[src/rtl/rf_writeback_pkg.sv]
// Shared core definitions for the integer writeback path:
// load encodings, register address width and writeback bundles.
package rf_writeback_pkg;

  localparam int unsigned REG_AW = 5;
  localparam int unsigned XLEN   = 32;

  localparam logic [2:0] F3_LB  = 3'b000;
  localparam logic [2:0] F3_LH  = 3'b001;
  localparam logic [2:0] F3_LW  = 3'b010;
  localparam logic [2:0] F3_LBU = 3'b100;
  localparam logic [2:0] F3_LHU = 3'b101;

  typedef logic [REG_AW-1:0] reg_addr_t;
  typedef logic [XLEN-1:0]   xword_t;

  typedef struct packed {
    logic      valid;
    reg_addr_t rd;
    logic [2:0] funct3;
    logic [1:0] off;
  } ld_ent_t;

  typedef struct packed {
    logic      valid;
    reg_addr_t rd;
    xword_t    data;
  } wb_ent_t;

  function automatic logic rd_hit(
    input reg_addr_t a,
    input reg_addr_t b
  );
    return (a != '0) && (a == b);
  endfunction

endpackage

[src/rtl/rf_writeback_load_extend.sv]
// Load data alignment: selects the byte/halfword addressed by
// off and sign- or zero-extends it to a full register word.
module load_extend
  import rf_writeback_pkg::*;
(
  input  logic [31:0] rdata_i,
  input  logic [2:0]  funct3_i,
  input  logic [1:0]  off_i,
  output logic [31:0] data_o
);

  logic [31:0] shifted;
  logic [7:0]  byte_v;
  logic [15:0] half_v;

  assign shifted = rdata_i >> {off_i, 3'b000};
  assign byte_v  = shifted[7:0];
  // off[0] is ignored for halfwords; misaligned halves are not split
  assign half_v  = off_i[1] ? rdata_i[31:16] : rdata_i[15:0];

  always_comb begin
    data_o = rdata_i;
    case (funct3_i)
      F3_LB:   data_o = {{24{byte_v[7]}}, byte_v};
      F3_LH:   data_o = {{16{half_v[15]}}, half_v};
      F3_LBU:  data_o = {24'h0, byte_v};
      F3_LHU:  data_o = {16'h0, half_v};
      default: data_o = rdata_i;
    endcase
  end

endmodule

[src/rtl/rf_writeback.sv]
// Register file writeback: merges ALU results with fixed-latency
// loads, and supplies bypass values and load-use stall to decode.
module rf_writeback
  import rf_writeback_pkg::*;
#(
  parameter int unsigned LOAD_LAT = 1
) (
  input  logic        clk,
  input  logic        rst,
  input  logic        alu_valid,
  output logic        alu_ready,
  input  logic [4:0]  alu_rd,
  input  logic [31:0] alu_data,
  input  logic        ld_valid,
  input  logic [4:0]  ld_rd,
  input  logic [2:0]  ld_funct3,
  input  logic [1:0]  ld_off,
  input  logic [31:0] dmem_rdata,
  input  logic [4:0]  dec_rs1,
  input  logic [4:0]  dec_rs2,
  input  logic [4:0]  dec_rd,
  output logic        stall,
  output logic        fwd1_valid,
  output logic        fwd2_valid,
  output logic [31:0] fwd1_data,
  output logic [31:0] fwd2_data,
  output logic        rf_we,
  output logic [4:0]  rf_wa,
  output logic [31:0] rf_wd
);

  ld_ent_t   trk_q [LOAD_LAT];
  ld_ent_t   trk_d [LOAD_LAT];
  wb_ent_t   skid_q, skid_d;
  logic      we_q, we_d;
  reg_addr_t wa_q, wa_d;
  xword_t    wd_q, wd_d;

  ld_ent_t   ret;
  xword_t    ld_data;
  logic      alu_acc;
  wb_ent_t   sel;

  assign ret       = trk_q[LOAD_LAT-1];
  assign alu_ready = !skid_q.valid;
  assign alu_acc   = alu_valid && alu_ready;

  load_extend u_ext (
    .rdata_i  (dmem_rdata),
    .funct3_i (ret.funct3),
    .off_i    (ret.off),
    .data_o   (ld_data)
  );

  always_comb begin
    trk_d[0].valid  = ld_valid;
    trk_d[0].rd     = ld_rd;
    trk_d[0].funct3 = ld_funct3;
    trk_d[0].off    = ld_off;
    for (int i = 1; i < LOAD_LAT; i++) begin
      trk_d[i] = trk_q[i-1];
    end
  end

  // returning load owns the port; a colliding ALU result parks in skid
  always_comb begin
    sel    = '0;
    skid_d = skid_q;
    if (ret.valid) begin
      sel = '{valid: 1'b1, rd: ret.rd, data: ld_data};
      if (alu_acc) begin
        skid_d = '{valid: 1'b1, rd: alu_rd, data: alu_data};
      end
    end else if (skid_q.valid) begin
      sel          = skid_q;
      skid_d.valid = 1'b0;
    end else if (alu_acc) begin
      sel = '{valid: 1'b1, rd: alu_rd, data: alu_data};
    end
  end

  always_comb begin
    we_d = sel.valid && (sel.rd != '0);
    wa_d = wa_q;
    wd_d = wd_q;
    if (we_d) begin
      wa_d = sel.rd;
      wd_d = sel.data;
    end
  end

  always_ff @(posedge clk) begin
    if (rst) begin
      for (int i = 0; i < LOAD_LAT; i++) begin
        trk_q[i] <= '0;
      end
      skid_q <= '0;
      we_q   <= 1'b0;
      wa_q   <= '0;
      wd_q   <= '0;
    end else begin
      for (int i = 0; i < LOAD_LAT; i++) begin
        trk_q[i] <= trk_d[i];
      end
      skid_q <= skid_d;
      we_q   <= we_d;
      wa_q   <= wa_d;
      wd_q   <= wd_d;
    end
  end

  assign rf_we = we_q;
  assign rf_wa = wa_q;
  assign rf_wd = wd_q;

  always_comb begin
    stall = 1'b0;
    for (int i = 0; i < LOAD_LAT; i++) begin
      if (trk_q[i].valid &&
          (rd_hit(trk_q[i].rd, dec_rs1) ||
           rd_hit(trk_q[i].rd, dec_rs2) ||
           rd_hit(trk_q[i].rd, dec_rd))) begin
        stall = 1'b1;
      end
    end
  end

  // skid holds the younger value, so it wins over the port
  always_comb begin
    fwd1_valid = 1'b0;
    fwd1_data  = '0;
    if (skid_q.valid && rd_hit(skid_q.rd, dec_rs1)) begin
      fwd1_valid = 1'b1;
      fwd1_data  = skid_q.data;
    end else if (we_q && rd_hit(wa_q, dec_rs1)) begin
      fwd1_valid = 1'b1;
      fwd1_data  = wd_q;
    end
  end

  always_comb begin
    fwd2_valid = 1'b0;
    fwd2_data  = '0;
    if (skid_q.valid && rd_hit(skid_q.rd, dec_rs2)) begin
      fwd2_valid = 1'b1;
      fwd2_data  = skid_q.data;
    end else if (we_q && rd_hit(wa_q, dec_rs2)) begin
      fwd2_valid = 1'b1;
      fwd2_data  = wd_q;
    end
  end

endmodule

[config.mk]
export PLATFORM = sky130hd
export DESIGN_NAME = rf_writeback
export DESIGN_NICKNAME = d
export VERILOG_FILES = /design/src/rtl/rf_writeback_pkg.sv /design/src/rtl/rf_writeback_load_extend.sv /design/src/rtl/rf_writeback.sv
export SDC_FILE = /design/constraint.sdc
export NUM_CORES = 1
export LEC_CHECK = 0
export BUFFER_PORTS_ARGS = -buffer_cell sky130_fd_sc_hd__buf_2
export CAP_MARGIN = 10
export CORE_MARGIN = 8
export CORE_UTILIZATION = 47
export CTS_CLUSTER_SIZE = 25
export DETAILED_ROUTE_END_ITERATION = 8
export PLACE_DENSITY_LB_ADDON = 0.25
export SYNTH_ARGS = -nofsm -noshare
export SYNTH_HDL_FRONTEND = slang
export SYNTH_HIERARCHICAL = 1
export SYNTH_SLANG_ARGS = --single-unit
[constraint.sdc]
create_clock -name clk -period 1.9 [get_ports clk]
set_clock_uncertainty 0.2 [all_clocks]
set_input_delay 0.095 -clock clk [delete_from_list [all_inputs] [get_ports clk]]
set_output_delay 0.095 -clock clk [all_outputs]
set_load 0.02 [all_outputs]
==> flow_metrics.tcl <==
set metrics [dict create \
    setup_viol 100 \
    core-area_um2 12700 \
    grt_max_degree 73 \
    finalPower_mw 5.43 \
    period_needed_ns 2.58 \
    drc 0 \
    nFillCells 905 \
    synth_flop_cell "dfxtp_1" \
    clk_pin_slew_ns 0.07 \
    cp.arrival_ns 2.28 \
    cts_root_buffer "clkbuf_16" \
    layout_commonest_cell "nand2_1" \
    first_pass_iters 5 \
    critical_path_required_ns 1.60 \
    via_count 7236 \
    min_path_type "input pin to register" \
    ys_ff_latch 87 \
    critPathMaxStageDelay_ns 0.54 \
    rsz0062_at_grt "yes" \
    die_w_um 130 \
    area_growth_pct 58.4 \
    antenna_found_initial 0 \
    final_antenna_net_count 0 \
    ys_warn_count 6 \
    syn_avg_cell_area_um2 7.82 \
    synth_nets 878 \
    crit_fanout 20 \
    cp_top_family "simple AND/OR/NAND/NOR gates" \
    maxCapViolations 0 \
    synth_top_cell_by_area "dfxtp_1" \
    start_util_pct 48.1 \
    critPathBufInv 3 \
    worst_setup_path_start_kind "register" \
    multiInputGateArea_um2 4510 \
    dieHeight_um 130 \
    crit_type "register to output port" \
    gr-total-overflow 0 \
    finalHoldViolCount 0 \
    cts_tree "done" \
    post_drt_wl_per_cell_um 20.6 \
    tightest_slew_ns 0.543 \
    gp_congestion 0.903 \
    clk_latency_ns 0.35 \
    syn_inst 780 \
    detailed_place_hpwl_mm 16.5 \
    endpoint_kind "output port" \
    cts_max_level 3 \
    yosysSeqAreaShare_pct 28.6 \
    clock_path_buffers 2 \
    layout-drive-gt1-share_pct 40.8 \
    synth-edff-count 0 \
    ir_worst_vdd_mv 0.410 \
    power_density_nw_per_um2 562 \
    leakage_nw 4.28 \
    violations "setup timing" \
    synth_cell_types 40 \
    fmax_mhz 388 \
    crit_chain "or4_4 > o21ai_4 > buf_6 > nor4_4 > nor2_8 > buf_12 > a22o_1 > buf_6" \
    io_buffers 203 \
    netlist_area_um2 6100 \
    status "finished, violations left" \
    grt_pass1_wl_mm 37.6 \
    io_pins 204 \
    path_common_cell "buf_6" \
    fin_ws_ns -0.678 \
    mostFrequentLayoutCells "155 x nand2_1, 144 x buf_2, 94 x a21oi_1" \
    dieArea_um2 16900 \
    cp_slowest_cell "or4_4" \
    fin_setup_tns_ns -44.07 \
    maxSlewHeadroom_pct 63.5 \
    slew_viol_final 0 \
    timing.final.crit_share_pct 136 \
    fin_nets 1144 \
    grt_use_total_pct 28.3 \
    viasPerCell 5.91 \
    cts_inserted_buffers 9 \
    yosys-top-cells-area "dfxtp_1 29%, a22o_1 11%, nand2_1 11%, a21oi_1 9.8%, nand3b_1 5.5%" \
    drtIter0Drc 602 \
    regArea_um2 1780 \
    std_cell_rows 41 \
    synth_top_area_share_pct 28.6 \
    synthArstFlopShare_pct 0 \
    cts.sink_count 87 \
    wl_mm 25.2 \
    grt_pass1_vias 7015 \
]
[final timing paths]
kind | cells after the start | startpoint | slack [ns] | end
min | 6 | dmem_rdata[22] | 0.11 | rf_wd[22]
max | 8 | skid_q[34] | -0.68 | fwd1_data[1]
max reg2reg | 7 | trk_q[0][0] | -0.20 | rf_wd[15]
min reg2reg | 2 | skid_q[21] | 0.29 | skid_q[21]
[per-layer routing]
metal | vias up | GRT usage [%] | wire length, um | share of wire (%)
met3 | 69 | 4.94 | 1920 | 7.6
met4 | 0 | 12.8 | 911 | 3.6
met1 | 3442 | 33.4 | 9750 | 39
met2 | 361 | 49.3 | 12600 | 50
li1 | 3364 | - | - | -
met5 | - | 0 | 0 | 0
[through the flow]
stage | hold WS, ns | utilization [%] | cells | instance area, um2 | worst slack [ns]
after global routing | 0.136 | 76.2 | 1223 | 9650 | -0.739
after detailed placement | 0.120 | 62.1 | 1143 | 7870 | -0.299
final | 0.106 | 76.2 | 1225 | 9660 | -0.678
after CTS | 0.0841 | 73.6 | 1213 | 9330 | -0.659
after global placement | 0.107 | 62.1 | 1143 | 7870 | -0.264
after floorplan | 0.0206 | - | 780 | 6410 | -0.123
[worst reg2reg max path, stage by stage (launching register included)]
cell	delay, ns
dfxtp_2	0.34
mux4_2	0.53
buf_6	0.14
and2_4	0.16
a221o_1	0.34
a21oi_1	0.15
a211o_1	0.11
nand2_1	0.04
[synth_stat cells, types with 12 or more instances]
| cell | count |
|---|---|
| nand3_1 | 13 |
| nor2b_1 | 19 |
| a21oi_1 | 120 |
| nand3b_1 | 45 |
| a22o_1 | 76 |
| buf_6 | 13 |
| buf_1 | 12 |
| dfxtp_1 | 87 |
| nand2_1 | 171 |
| a211o_1 | 32 |
| nand4b_1 | 32 |
| clkbuf_1 | 39 |
| xnor2_1 | 18 |
| mux2i_1 | 14 |
| buf_2 | 17 |
| xor2_1 | 17 |
[flip-flops by register name, summed over array words and instances, names as in the netlist]
register,flops
skid_q,38
rf_wa,5
rf_wd,32
trk_q,11
rf_we,1
[kinds of logic (layout without fill, tap and decap cells)]
| group | count (synthesis) | count (layout) | share of synthesized area (%) |
|---|---|---|---|
| and+or+nand+nor | 302 | 302 | 27.2 |
| AOI/OAI and AO/OA | 251 | 251 | 28.8 |
| buffers and inverters | 89 | 360 | 7.55 |
| DFF | 87 | 87 | 28.6 |
| xor gates and xnor gates | 35 | 35 | 5.03 |
| muxes | 16 | 16 | 2.85 |
| other | 0 | 2 | 0 |
[power by group]
part	switching [mW]	internal [mW]
Sequential	0.142	1.92
Combinational	0.799	0.697
Clock	0.787	1.08
Total	1.73	3.70
[timing repair]
action                     4_1_cts  5_1_grt
hold buffers                    49        0
buffers inserted                 4        9
hold endpoints to repair        57        0
gates resized for setup        172       50
cloned                           3        2
pin swaps                       23       25
setup endpoints to repair      104      137
[final cells by class]
type | instances | area share [%]
diodes | 2 | 0.0518
clock buffers | 13 | 3.02
clock inverters | 3 | 0.220
inverters | 6 | 0.233
multi-input cells | 604 | 46.7
flip-flops and latches | 87 | 18.4
well taps | 172 | 2.23
repair buffers | 338 | 29.2
(Power assumes the default switching activity.)
